**config.mk**
```make
export PLATFORM = sky130hd
export DESIGN_NAME = pwm_timebase_controller
export DESIGN_NICKNAME = d
export VERILOG_FILES = /design/src/rtl/pwm_timebase_controller.sv
export SDC_FILE = /design/constraint.sdc
export NUM_CORES = 1
export LEC_CHECK = 0
export ABC_AREA = 1
export BUFFER_PORTS_ARGS = -buffer_cell sky130_fd_sc_hd__buf_4
export CORE_ASPECT_RATIO = 1.75
export CORE_MARGIN = 4
export CORE_UTILIZATION = 55
export CTS_CLUSTER_SIZE = 28
export DETAILED_ROUTE_END_ITERATION = 8
export GPL_TIMING_DRIVEN = 0
export PLACE_DENSITY = 0.76
export SYNTH_ARGS = -nofsm -noshare
export SYNTH_HDL_FRONTEND = slang
export SYNTH_SLANG_ARGS = --single-unit
```
**constraint.sdc**
```tcl
create_clock -name clk -period 2 [get_ports clk]
set_clock_uncertainty 0.1 [all_clocks]
set_input_delay 0.2 -clock clk [delete_from_list [all_inputs] [get_ports clk]]
set_output_delay 0.2 -clock clk [all_outputs]
set_load 0.02 [all_outputs]
```
**src/rtl/pwm_timebase_controller.sv**
```systemverilog
// Shared PWM timebase: prescaled up-counter with top/wrap, period-aligned config
// reloads, drain and one-shot stop modes, and sticky interrupt flags.
module pwm_timebase_controller #(
    parameter int WIDTH          = 16,
    parameter int CHANNELS       = 4,
    parameter int PRESCALE_WIDTH = 8
) (
    input  logic                      clk,
    input  logic                      rst_n,
    input  logic                      cfg_enable,
    input  logic                      cfg_oneshot,
    input  logic [WIDTH-1:0]          cfg_top,
    input  logic [PRESCALE_WIDTH-1:0] cfg_prescale,
    input  logic                      cfg_update,
    input  logic [CHANNELS-1:0]       cfg_channel_enable,
    input  logic [CHANNELS-1:0]       compare_rise,
    input  logic [CHANNELS:0]         irq_clear,
    output logic [WIDTH-1:0]          counter_value,
    output logic [CHANNELS-1:0]       channel_enable,
    output logic                      period_tick,
    output logic                      running,
    output logic [CHANNELS:0]         irq_flags,
    output logic                      irq,
    output logic [1:0]                dbg_state
);
    typedef enum logic [1:0] {
        IDLE  = 2'd0,
        RUN   = 2'd1,
        DRAIN = 2'd2
    } state_t;

    state_t                    r_state;
    logic [WIDTH-1:0]          r_counter;
    logic [WIDTH-1:0]          r_top;
    logic [PRESCALE_WIDTH-1:0] r_psc_cnt;
    logic [PRESCALE_WIDTH-1:0] r_psc;
    logic [CHANNELS-1:0]       r_chen;
    logic                      r_pending;
    logic                      r_tick;
    logic                      r_running;
    logic                      r_lock;
    logic [CHANNELS:0]         r_flags;

    logic                      w_active;
    logic                      w_advance;
    logic                      w_wrap;
    logic                      w_load;
    logic                      w_end_run;
    logic                      w_start;
    logic [CHANNELS:0]         w_flag_set;

    always_comb begin
        w_active   = (r_state != IDLE);
        w_advance  = w_active && (r_psc_cnt == r_psc);
        w_wrap     = w_advance && (r_counter >= r_top);
        // An update arriving on the wrap cycle itself is honoured at that wrap.
        w_load     = w_wrap && (r_pending || cfg_update);
        w_end_run  = w_wrap && (cfg_oneshot || ((r_state == DRAIN) && !cfg_enable));
        // After a one-shot, enable must be seen low once before a restart.
        w_start    = cfg_enable && !r_lock;
        w_flag_set = {compare_rise & {CHANNELS{w_active}}, w_wrap};
    end

    always_ff @(posedge clk) begin
        if (!rst_n) begin
            r_state   <= IDLE;
            r_counter <= '0;
            r_top     <= '0;
            r_psc_cnt <= '0;
            r_psc     <= '0;
            r_chen    <= '0;
            r_pending <= 1'b0;
            r_tick    <= 1'b0;
            r_running <= 1'b0;
            r_lock    <= 1'b0;
            r_flags   <= '0;
        end else begin
            r_tick  <= w_wrap;
            r_flags <= (r_flags & ~irq_clear) | w_flag_set;
            if (!cfg_enable) begin
                r_lock <= 1'b0;
            end
            case (r_state)
                IDLE: begin
                    r_counter <= '0;
                    r_psc_cnt <= '0;
                    r_chen    <= '0;
                    r_pending <= 1'b0;
                    if (cfg_update || w_start) begin
                        r_top <= cfg_top;
                        r_psc <= cfg_prescale;
                    end
                    if (w_start) begin
                        r_state   <= RUN;
                        r_running <= 1'b1;
                        r_chen    <= cfg_channel_enable;
                    end
                end
                default: begin
                    if (w_advance) begin
                        r_psc_cnt <= '0;
                        r_counter <= w_wrap ? '0 : r_counter + 1'b1;
                    end else begin
                        r_psc_cnt <= r_psc_cnt + 1'b1;
                    end
                    // Channel enables only move on a period boundary.
                    if (w_load) begin
                        r_top     <= cfg_top;
                        r_psc     <= cfg_prescale;
                        r_chen    <= cfg_channel_enable;
                        r_pending <= 1'b0;
                    end else if (cfg_update) begin
                        r_pending <= 1'b1;
                    end
                    if (w_end_run) begin
                        r_state   <= IDLE;
                        r_running <= 1'b0;
                        r_chen    <= '0;
                        r_lock    <= cfg_oneshot && cfg_enable;
                    end else if (cfg_enable) begin
                        r_state <= RUN;
                    end else begin
                        r_state <= DRAIN;
                    end
                end
            endcase
        end
    end

    assign counter_value  = r_counter;
    assign channel_enable = r_chen;
    assign period_tick    = r_tick;
    assign running        = r_running;
    assign irq_flags      = r_flags;
    assign irq            = |r_flags;
    assign dbg_state      = r_state;

endmodule

```
==> reports/metrics.yaml, run 1 <==
outcome:
  status: "complete, but fails checks"
  violations: "negative setup slack"
critical_path:
  setup.worst_path.start_class: "register"
  crit_fanout: 10
  cell_chain_of_the_critical_path: "ha_4 -> nand2_2 -> inv_2 -> nand2_2 -> inv_1 -> nand2_1 -> nand2_1 -> nand2_2 -> nand2_4 -> nand3_4 -> nand2_4 -> inv_6 -> buf_12 -> nor2_1 -> nor2_1"
  crit_slowest_cell: "dfxtp_1"
  largest_stage_delay_worst_path_ns: 0.36
  crit_top_cell: "nand2_2"
  arrival_time_worst_endpoint_ns: 2.22
  endpoint_kind: "register"
  timing.critical_path.required_ns: 2.14
  critical_path.top_delay_family: "simple AND/OR/NAND/NOR gates"
  timing_worst_setup_path_type: "register to register"
  path_buf_inv: 4
die:
  die_x_um: 67.06
  floorplan.die_area_um2: 7467
  initial_utilization: 0.5665
  boundaryPins: 72
  core_region_area_um2: 5926
  floorplan.die.height_um: 111.4
  rows: 37
route:
  routedWlPerCell_um: 14.79
  routed-via-count: 3619
  drc: 0
  drt-pass1-iter-count: 5
  viasPerCell: 5.283
  initialDrtViolationCount: 323
  detail_route.wirelength_um: 10130
  detail-route-antenna-nets: 0
place:
  gp_congestion: 0.8495
  place_inst: 628
  preCtsSetupSlack_ns: -0.1987
  dpl_cell_area_um2: 3989
  port-buffer-count: 71
  hpwlAfterDp_um: 6319
clock_tree:
  clock_latency_ns: 0.36
  cts_buffer_depth: 2
  clk_transition_reported_paths_ns: 0.07
  clock_sinks: 63
  htree_levels: 3
  numCtsBuffers: 9
  cts_tree: "done"
  cts_root_buf: "clkbuf_8"
global_routing:
  number_of_antenna_violations_at_the_first_check_in_global_routing: 0
  grt.total_usage: 0.2668
  first_global_vias: 3475
  global_route.overflow_total: 0
  grt_first_pass_wirelength_um: 15370
  grt_max_degree: 13
job:
  timing.max_cap.violations: 0
layout:
  final_area_um2: 5026
  synthToLayoutAreaGrowth_pct: 49.72
  final_cell_count_no_fill: 685
  antennaDiodeCount: 0
  layout.nets: 662
  drive_above_1_share: 0.3394
power:
  power_density_nw_per_um2: 695.9
  pwr-share-comb: 0.214
  p_clk_frac: 0.394
  power.ir.vdd_worst_uv: 878.2
  p_leak_nw: 2.154
  power_switching_mw: 1.002
  swShare: 0.2865
  share_seq_of_total_power: 0.391
  intPower_mw: 2.496
  p_total_mw: 3.498
yosys:
  asyncSetResetFlopFracSynth: 0
  netlist_instances: 479
  netlist.top_cell.by_area: "dfxtp_1"
  synth_sequential_area_ratio: 0.3757
  synth_top_flop_cell: "dfxtp_1"
  postSynthAreaPerCell_um2: 7.008
  synth.yosys.warnings: 0
  yosys.cell_types.count: 31
  ys_seq_elements: 63
  synth-edff-count: 0
  leading_post_synthesis_cells_by_cell_area: "dfxtp_1 38%, nand2_1 12%, nor2_1 9.5%"
  synth_largest_type_area_fraction: 0.3757
  synth.cell_area_um2: 3357
  synthesized_net_count: 539
sta:
  timing.final.hold_violations: 0
  least_setup_slack_across_all_paths_after_layout_ns: -0.07302
  max_slew.worst_pin.slew_ns: 0.5425
  setup_repair_after_global_routing_missed_its_margin: "true"
  timing.final.setup_violations: 21
  fmax_mhz: 482.4
  finalSetupTns_ns: -0.4044
  remaining_max_slew_budget_at_the_tightest_pin: 0.6379
  final-max-slew-violation-count: 0
  period_minus_slack_ns: 2.073
  period_share: 1.037
hold_path:
  holdCritPathClass: "primary input to register"
==> worst reg2reg max path: stages (launching register included) <==
cell and delay (ns):
dfxtp_1 0.36, ha_4 0.28, nand2_2 0.05, inv_2 0.06, nand2_2 0.06, inv_1 0.07, nand2_1 0.07, nand2_1 0.08
nand2_2 0.07, nand2_4 0.14, nand3_4 0.15, nand2_4 0.11, inv_6 0.05, buf_12 0.14, nor2_1 0.11, nor2_1 0.06
==> cell usage in the layout (no fill, tap or decap), drive strengths merged <==
cell type    count
a21oi           27
a31o             2
a32o             1
buf             89
bufinv           3
clkbuf          13
clkinv           5
dfxtp           63
dlygate4sd3     32
ha              18
inv             59
nand2          113
nand3           36
nand3b           9
nand4           13
nor2            87
nor3             9
nor3b            2
o211ai           2
o21ai            8
o31ai            2
xnor2            6
xor2             8
==> power groups by stage <==
stage	Combinational (mW)	Sequential, mW	Clock, mW
floorplan	0.346	1.41	0
global placement	0.531	1.39	0
detailed placement	0.544	1.39	0
CTS	0.621	1.36	1.38
global route	0.829	1.37	1.46
finish	0.750	1.37	1.38
==> layout make-up <==
class | instances | area [um^2]
sequential | 63 | 1301
buffer | 13 | 122.6
tap | 78 | 97.59
fill | 372 | 899.6
inverter | 60 | 230.2
clock buffer | 9 | 123.9
multi-input combinational | 343 | 2101
timing repair buffer | 112 | 928.4
clock inverter | 7 | 121.4
==> what timing repair did <==
item / in CTS / in global routing
hold buffers: 32 / 0
pin swaps: 2 / 13
hold endpoints to repair: 29 / 0
gates resized for setup: 19 / 95
endpoints found under the setup margin: 44 / 43
setup buffers: 8 / 1
==> cell families after synthesis <==
kind of cell / count (synthesis) / share of synthesized area
simple gates: 269 / 0.3530
buf+inv: 73 / 0.09840
flops: 63 / 0.3757
compound gates: 42 / 0.06932
fa+ha+maj: 18 / 0.06709
xor+xnor: 14 / 0.03653
==> per-stage QoR <==
stage | hold slack, ns | utilization
5_1_grt | 0.03971 | 0.8482
3_5_place_dp | 0.2943 | 0.6731
2_1_floorplan | 0.2047 | -
3_3_place_gp | 0.2895 | 0.6731
6_report | 0.03552 | 0.8482
4_1_cts | 0.02602 | 0.7865
==> final timing paths <==
check / start / end / slack [ns] / cells past startpoint
worst min-delay path: cfg_update / r_pending / 0.04 / 3
worst max register to register: counter_value[6] / r_top[12] / -0.07 / 15
worst max-delay path: counter_value[6] / r_top[12] / -0.07 / 15
worst min register to register: r_pending / r_pending / 0.38 / 2
==> sequential cells by signal, summed over array words and instances, names as in the netlist <==
signal          count
counter_value      16
r_top              16
r_lock              1
r_psc               8
period_tick         1
running             1
r_pending           1
channel_enable      4
dbg_state           2
r_psc_cnt           8
irq_flags           5
==> metal layers <==
metal,up-vias,global-route usage,part of all wire
met2,126,0.5000,0.57
li1,1778,-,-
met3,39,0.05348,0.046
met5,-,0,0
met4,0,0.1179,0.040
met1,1676,0.2686,0.35
==> cell usage after synthesis, types with 4 or more instances <==
master and instances:
nand3_1 35, nor3_1 9, dfxtp_1 63, buf_6 7, xor2_1 8, ha_1 18, inv_1 57, o21ai_0 7
nand2_2 4, nand3b_1 9, nor2_1 85, nand4_1 13, xnor2_1 6, a21oi_1 27, clkbuf_1 4, nand2_1 108
Power figures use the tool's default switching activity.
==> run 2, diff against run 1 <==
--- a/config.mk
+++ b/config.mk
@@ -13,7 +13,7 @@
 export CTS_CLUSTER_SIZE = 28
 export DETAILED_ROUTE_END_ITERATION = 8
 export GPL_TIMING_DRIVEN = 0
-export PLACE_DENSITY = 0.76
+export PLACE_DENSITY = 0.82
 export SYNTH_ARGS = -nofsm -noshare
 export SYNTH_HDL_FRONTEND = slang
 export SYNTH_SLANG_ARGS = --single-unit
==> run 2 against run 1 <==
Flip-flop and latch count is the same. Largest power group is now sequential cells. Via count up 4.8%. Highest routed layer unchanged. Sequential share of layout area is 0.31 points higher. The flow still finishes with violations (negative setup slack). Combinational power rose by 2%. Clock power shrank 13%. Critical endpoint is now r_top[1].
==> reports/metrics.yaml, run 2 (synthesis gave the netlist of run 1 again) <==
sta:
  timing.final.setup_violations: 27  # +29%
  fmax_mhz: 465.7  # -3.5%
  setup_repair_after_global_routing_missed_its_margin: "true"
  period_share: 1.074  # +0.03714
  finalSetupTns_ns: -2.347  # -1.943 ns
  remaining_max_slew_budget_at_the_tightest_pin: 0.5298  # -0.1081
  timing.final.hold_violations: 0  # unchanged
  period_minus_slack_ns: 2.147  # +0.07428 ns
  finalHoldWorstSlack_ns: 0.04114  # +0.005620 ns
  least_setup_slack_across_all_paths_after_layout_ns: -0.1473  # -0.07428 ns
  final-max-slew-violation-count: 0  # unchanged
  max_slew.worst_pin.slew_ns: 0.7006  # +0.1581 ns
layout:
  layout.nets: 662  # unchanged
  antennaDiodeCount: 0  # unchanged
  drive_above_1_share: 0.3130  # -0.02636
  final_cell_mix: "103 x nand2_1, 79 x buf_4, 60 x nor2_1"
  synthToLayoutAreaGrowth_pct: 47.22
  fillCellCount: 352  # -5.4%
  final_cell_count_no_fill: 685  # unchanged
  mostFrequentLayoutCell: "nand2_1"
power:
  p_clk_frac: 0.360  # -0.034
  pwr-share-comb: 0.229  # +0.015
  p_leak_nw: 2.128  # -1.2%
  power_density_nw_per_um2: 674.2  # -3.1%
  share_seq_of_total_power: 0.411  # +0.020
  swShare: 0.2964  # +0.009927
  p_total_mw: 3.332  # -4.7%
  power.ir.vdd_worst_uv: 589.5  # -33%
  intPower_mw: 2.344  # -6.1%
  power_switching_uw: 987.7  # -1.4%
critical_path:
  arrival_time_worst_endpoint_ns: 2.29  # +0.07 ns
  critical_path.top_delay_family: "simple AND/OR/NAND/NOR gates"
  timing.critical_path.required_ns: 2.14  # about the same
  crit_slowest_cell: "dfxtp_1"
  endpoint_kind: "register"
  path_buf_inv: 2  # -2
  crit_fanout: 7  # -3
  largest_stage_delay_worst_path_ns: 0.38  # +0.02 ns
  setup.worst_path.start_class: "register"
  timing_worst_setup_path_type: "register to register"
  cell_chain_of_the_critical_path: "ha_1 -> nand4_1 -> nor3_1 -> nand2_2 -> nand2_4 -> nand3_4 -> nand2_4 -> inv_8 -> buf_12 -> nor2_2 -> nor2_2"
route:
  routed-via-count: 3794  # +4.8%
  drc: 0  # unchanged
  routedWlPerCell_um: 15.82  # +6.9%
  initialDrtViolationCount: 390  # +21%
  viasPerCell: 5.539  # +4.8%
  detail-route-antenna-nets: 0  # unchanged
  detail_route.wirelength_um: 10840  # +6.9%
  drt-pass1-iter-count: 5  # unchanged
die:
  initial_utilization: 0.5665  # unchanged
  floorplan.die_area_um2: 7467  # unchanged
  floorplan.die.height_um: 111.4  # unchanged
  die_x_um: 67.06  # unchanged
  boundaryPins: 72  # unchanged
  core_region_area_um2: 5926  # unchanged
  rows: 37  # unchanged
place:
  hpwlAfterDp_um: 6283  # -0.57%
  port-buffer-count: 71  # unchanged
  place_inst: 628  # unchanged
  gp_congestion: 0.8591  # +1.1%
outcome:
  violations: "negative setup slack"
  status: "complete, but fails checks"
global_routing:
  number_of_antenna_violations_at_the_first_check_in_global_routing: 0  # unchanged
  grt_max_degree: 12  # -1
  grt.total_usage: 0.2582  # -0.008666
  first_global_vias: 3595  # +3.5%
  global_route.overflow_total: 0  # unchanged
  grt_first_pass_wirelength_um: 15040  # -2.2%
clock_tree:
  clk_transition_reported_paths_ns: 0.08  # about the same
  numCtsBuffers: 9  # unchanged
  cts_root_buf: "clkbuf_8"
  htree_levels: 3  # unchanged
  cts_tree: "done"
  cts_buffer_depth: 2  # unchanged
  clock_sinks: 63  # unchanged
  clock_latency_ns: 0.35  # about the same
job:
  timing.max_cap.violations: 0  # unchanged
hold_path:
  holdCritPathClass: "primary input to register"
run 2: cell count changes in the layout (fill, tap and decap cells not counted), sizes merged:
cell,change
clkinv,-4
buf,-1
clkinvlp,+3
bufinv,-2
clkbuf,+4
run 2: timing repair:
item / 4_1_cts / 5_1_grt
resized for setup: 22 / 72
setup buffers: 4 / 4
hold endpoints to repair: 29 / 0
hold buffers: 32 / 0
cloned: 0 / 1
setup endpoints to repair: 38 / 50
pin swaps: 3 / 13
run 2: worst min-delay path, cell delays in order:
cell	delay (ns)
buf_4	0.11
nand4_1	0.08
a21oi_1	0.06
run 2: per-stage QoR:
stage               instance area [um^2]    util  setup WS, ns
floorplan                           3358       -       0.04478
global placement                    3989  0.6731       -0.1524
detailed placement                  3989  0.6731       -0.1864
CTS                                 4632  0.7817     -0.001050
global route                        4942  0.8340       -0.2863
finish                              4942  0.8340       -0.1473
run 2: area by class of cell:
| type | count | area [um^2] | area share |
|---|---|---|---|
| Buffer | 13 | 122.6 | 0.02481 |
| Clock buffer | 12 | 165.2 | 0.03342 |
| Clock inverter | 4 | 52.55 | 0.01063 |
| Inverter | 60 | 232.7 | 0.04709 |
| Multi-Input combinational cell | 343 | 2034 | 0.4116 |
| Sequential cell | 63 | 1295 | 0.2620 |
| Tap cell | 78 | 97.59 | 0.01975 |
| Timing Repair Buffer | 112 | 942.2 | 0.1906 |
run 2: power groups by stage:
stage	Sequential, mW	Clock (mW)	Combinational (mW)
floorplan	1.41	0	0.346
global placement	1.39	0	0.530
detailed placement	1.39	0	0.545
CTS	1.36	1.20	0.621
global route	1.37	1.26	0.833
finish	1.37	1.20	0.763
run 2: path summary, 6_finish.rpt:
path / cells after the start / slack (ns) / from / endpoint
worst min-delay path: 3 / 0.04 / cfg_oneshot / r_lock
worst max register to register: 11 / -0.15 / counter_value[8] / r_top[1]
worst max-delay path: 11 / -0.15 / counter_value[8] / r_top[1]
worst min register to register: 1 / 0.38 / r_psc_cnt[0] / r_psc_cnt[0]
run 2: layer usage:
metal	share of wire	vias up	track usage
met5	0	-	0
met4	0.046	0	0.1450
met3	0.051	56	0.04945
met2	0.55	193	0.4816
met1	0.35	1759	0.2489
li1	-	1786	-
==> run 3, diff against run 2 <==
--- a/config.mk
+++ b/config.mk
@@ -14,6 +14,7 @@
 export DETAILED_ROUTE_END_ITERATION = 8
 export GPL_TIMING_DRIVEN = 0
 export PLACE_DENSITY = 0.82
+export SKIP_LAST_GASP = 1
 export SYNTH_ARGS = -nofsm -noshare
 export SYNTH_HDL_FRONTEND = slang
 export SYNTH_SLANG_ARGS = --single-unit
==> run 3 against run 2 <==
The flow still finishes with violations (negative setup slack). Die area unchanged. Wire length down 1.3%. Sequential share of layout area is 0.053 points higher. Final area fell by 0.20%. Clock power about the same. Critical path depth unchanged. Global-route usage stayed put. Flip-flop and latch count unchanged. Worst setup slack worse by 0.0026 ns. Cell count stayed put. Combinational power fell by 0.9%. Hold slack improved by 0.00079 ns. Critical endpoint unchanged.
==> reports/metrics.yaml, run 3 (synthesis gave the netlist of run 1 again) <==
global_routing:
  grt_first_pass_wirelength_um: 15040  # unchanged
  grt_max_degree: 12  # unchanged
  number_of_antenna_violations_at_the_first_check_in_global_routing: 0  # unchanged
  global_route.overflow_total: 0  # unchanged
  first_global_vias: 3595  # unchanged
  grt.total_usage: 0.2582  # unchanged
power:
  p_leak_nw: 2.128  # about the same
  p_total_mw: 3.328  # -0.10%
  power_density_nw_per_um2: 674.8  # about the same
  power.ir.vdd_worst_uv: 588.3  # -0.20%
die:
  rows: 37  # unchanged
  boundaryPins: 72  # unchanged
  floorplan.die.height_um: 111.4  # unchanged
  initial_utilization: 0.5665  # unchanged
  die_x_um: 67.06  # unchanged
  core_region_area_um2: 5926  # unchanged
  floorplan.die_area_um2: 7467  # unchanged
route:
  routedWlPerCell_um: 15.60  # -1.3%
  drt-pass1-iter-count: 8  # +3
  drc: 0  # unchanged
  detail-route-antenna-nets: 0  # unchanged
  routed-via-count: 3759  # -0.92%
  detail_route.wirelength_um: 10690  # -1.3%
  viasPerCell: 5.488  # -0.92%
  initialDrtViolationCount: 420  # +7.7%
layout:
  drive_above_1_share: 0.3064  # -0.006590
  final_cell_mix: "103 x nand2_1, 79 x buf_4, 64 x nor2_1"
  antennaDiodeCount: 0  # unchanged
  fillCellCount: 355  # +0.85%
  synthToLayoutAreaGrowth_pct: 46.93
  layout.nets: 662  # unchanged
  mostFrequentLayoutCell: "nand2_1"
critical_path:
  setup.worst_path.start_class: "register"
  crit_fanout: 7  # unchanged
  reg2reg_setup_slack_ns: -0.15  # about the same
  rr_startpoint: "counter_value[8]"
  cp-endpoint: "r_top[1]"
  startpoint: "counter_value[8]"
  timing_worst_setup_path_type: "register to register"
  arrival_time_worst_endpoint_ns: 2.29  # about the same
  worstRegToRegCells: 11  # unchanged
  endpoint_kind: "register"
  timing.critical_path.required_ns: 2.14  # about the same
  regToRegEndpoint: "r_top[1]"
place:
  gp_congestion: 0.8591  # unchanged
  hpwlAfterDp_um: 6283  # unchanged
  port-buffer-count: 71  # unchanged
outcome:
  status: "complete, but fails checks"
  violations: "negative setup slack"
clock_tree:
  cts_root_buf: "clkbuf_8"
  cts_tree: "done"
  cts_buffer_depth: 2  # unchanged
  clk_transition_reported_paths_ns: 0.08  # about the same
  htree_levels: 3  # unchanged
  numCtsBuffers: 9  # unchanged
  clock_latency_ns: 0.36  # about the same
  clock_sinks: 63  # unchanged
sta:
  period_minus_slack_ns: 2.150  # +0.002560 ns
  timing.final.setup_violations: 28  # +3.7%
  least_setup_slack_across_all_paths_after_layout_ns: -0.1499  # -0.002560 ns
  fmax_mhz: 465.1  # -0.12%
  finalSetupTns_ns: -2.363  # -0.01638 ns
  period_share: 1.075  # +0.001280
  remaining_max_slew_budget_at_the_tightest_pin: 0.5295  # about the same
  timing.final.hold_violations: 0  # unchanged
  setup_repair_after_global_routing_missed_its_margin: "true"
  final-max-slew-violation-count: 0  # unchanged
  max_slew.worst_pin.slew_ns: 0.7010  # +0.0003939 ns
job:
  timing.max_cap.violations: 0  # unchanged
hold_path:
  holdCritPathClass: "primary input to register"
## run 3: cell counts in the layout (fill, tap and decap cells not counted)
Identical to the previous run, type by type.
## run 3: metal layers
metal,part of all wire,global-route usage,vias to the layer above
li1,-,-,1785
met1,0.35,0.2489,1742
met2,0.55,0.4816,181
met3,0.053,0.04945,51
met4,0.044,0.1450,0
met5,0,0,-
## run 3: worst min-delay path by stage
stage                             from            to  cells after the start
after detailed placement  irq_clear[2]  irq_flags[2]                      2
after CTS                   cfg_enable  dbg_state[0]                      3
after global placement    irq_clear[2]  irq_flags[2]                      2
after floorplan           irq_clear[2]  irq_flags[2]                      1
after global routing        cfg_enable        r_lock                      3
final                       cfg_enable        r_lock                      3
## run 3: where the power goes
part           switching (mW)  internal, mW  leakage, nW
Combinational           0.417         0.339         1.50
Clock                   0.528         0.677        0.101
Sequential             0.0414          1.33        0.526
Total                   0.986          2.34         2.13
## run 3: cell type report
type                    instances  area [um^2]  share of cell area
plain buffers                  13        122.6             0.02486
clock buffers                  12        165.2             0.03349
clock inverters                 4        52.55             0.01065
inverters                      60        232.7             0.04718
multi-input cells             343         2024              0.4105
flip-flops and latches         63         1295              0.2626
well taps                      78        97.59             0.01979
repair buffers                112        942.2              0.1910
## run 3: through the flow
step	util	instances	setup slack, ns	hold slack [ns]	area [um^2]
3_5_place_dp	0.6731	628	-0.1864	0.2947	3989
2_1_floorplan	-	479	0.04478	0.2047	3358
3_3_place_gp	0.6731	628	-0.1524	0.2892	3989
4_1_cts	0.7817	680	-0.001050	0.03238	4632
5_1_grt	0.8323	685	-0.2863	0.05214	4932
6_report	0.8323	685	-0.1499	0.04193	4932
## run 3: critical path: stages, from the launching register on
cell and delay [ns]:
dfxtp_1 0.39, ha_1 0.31, nand4_1 0.09, nor3_1 0.24, nand2_2 0.11, nand2_4 0.13
nand3_4 0.14, nand2_4 0.13, inv_8 0.06, buf_12 0.14, nor2_2 0.11, nor2_2 0.06
## run 3: what timing repair did
action / in CTS / in global routing
gates cloned: 0 / 1
pin swaps: 3 / 13
endpoints found under the setup margin: 38 / 50
endpoints found under the hold margin: 29 / 0
setup buffers: 4 / 4
gates resized for setup: 22 / 68
hold buffers: 32 / 0
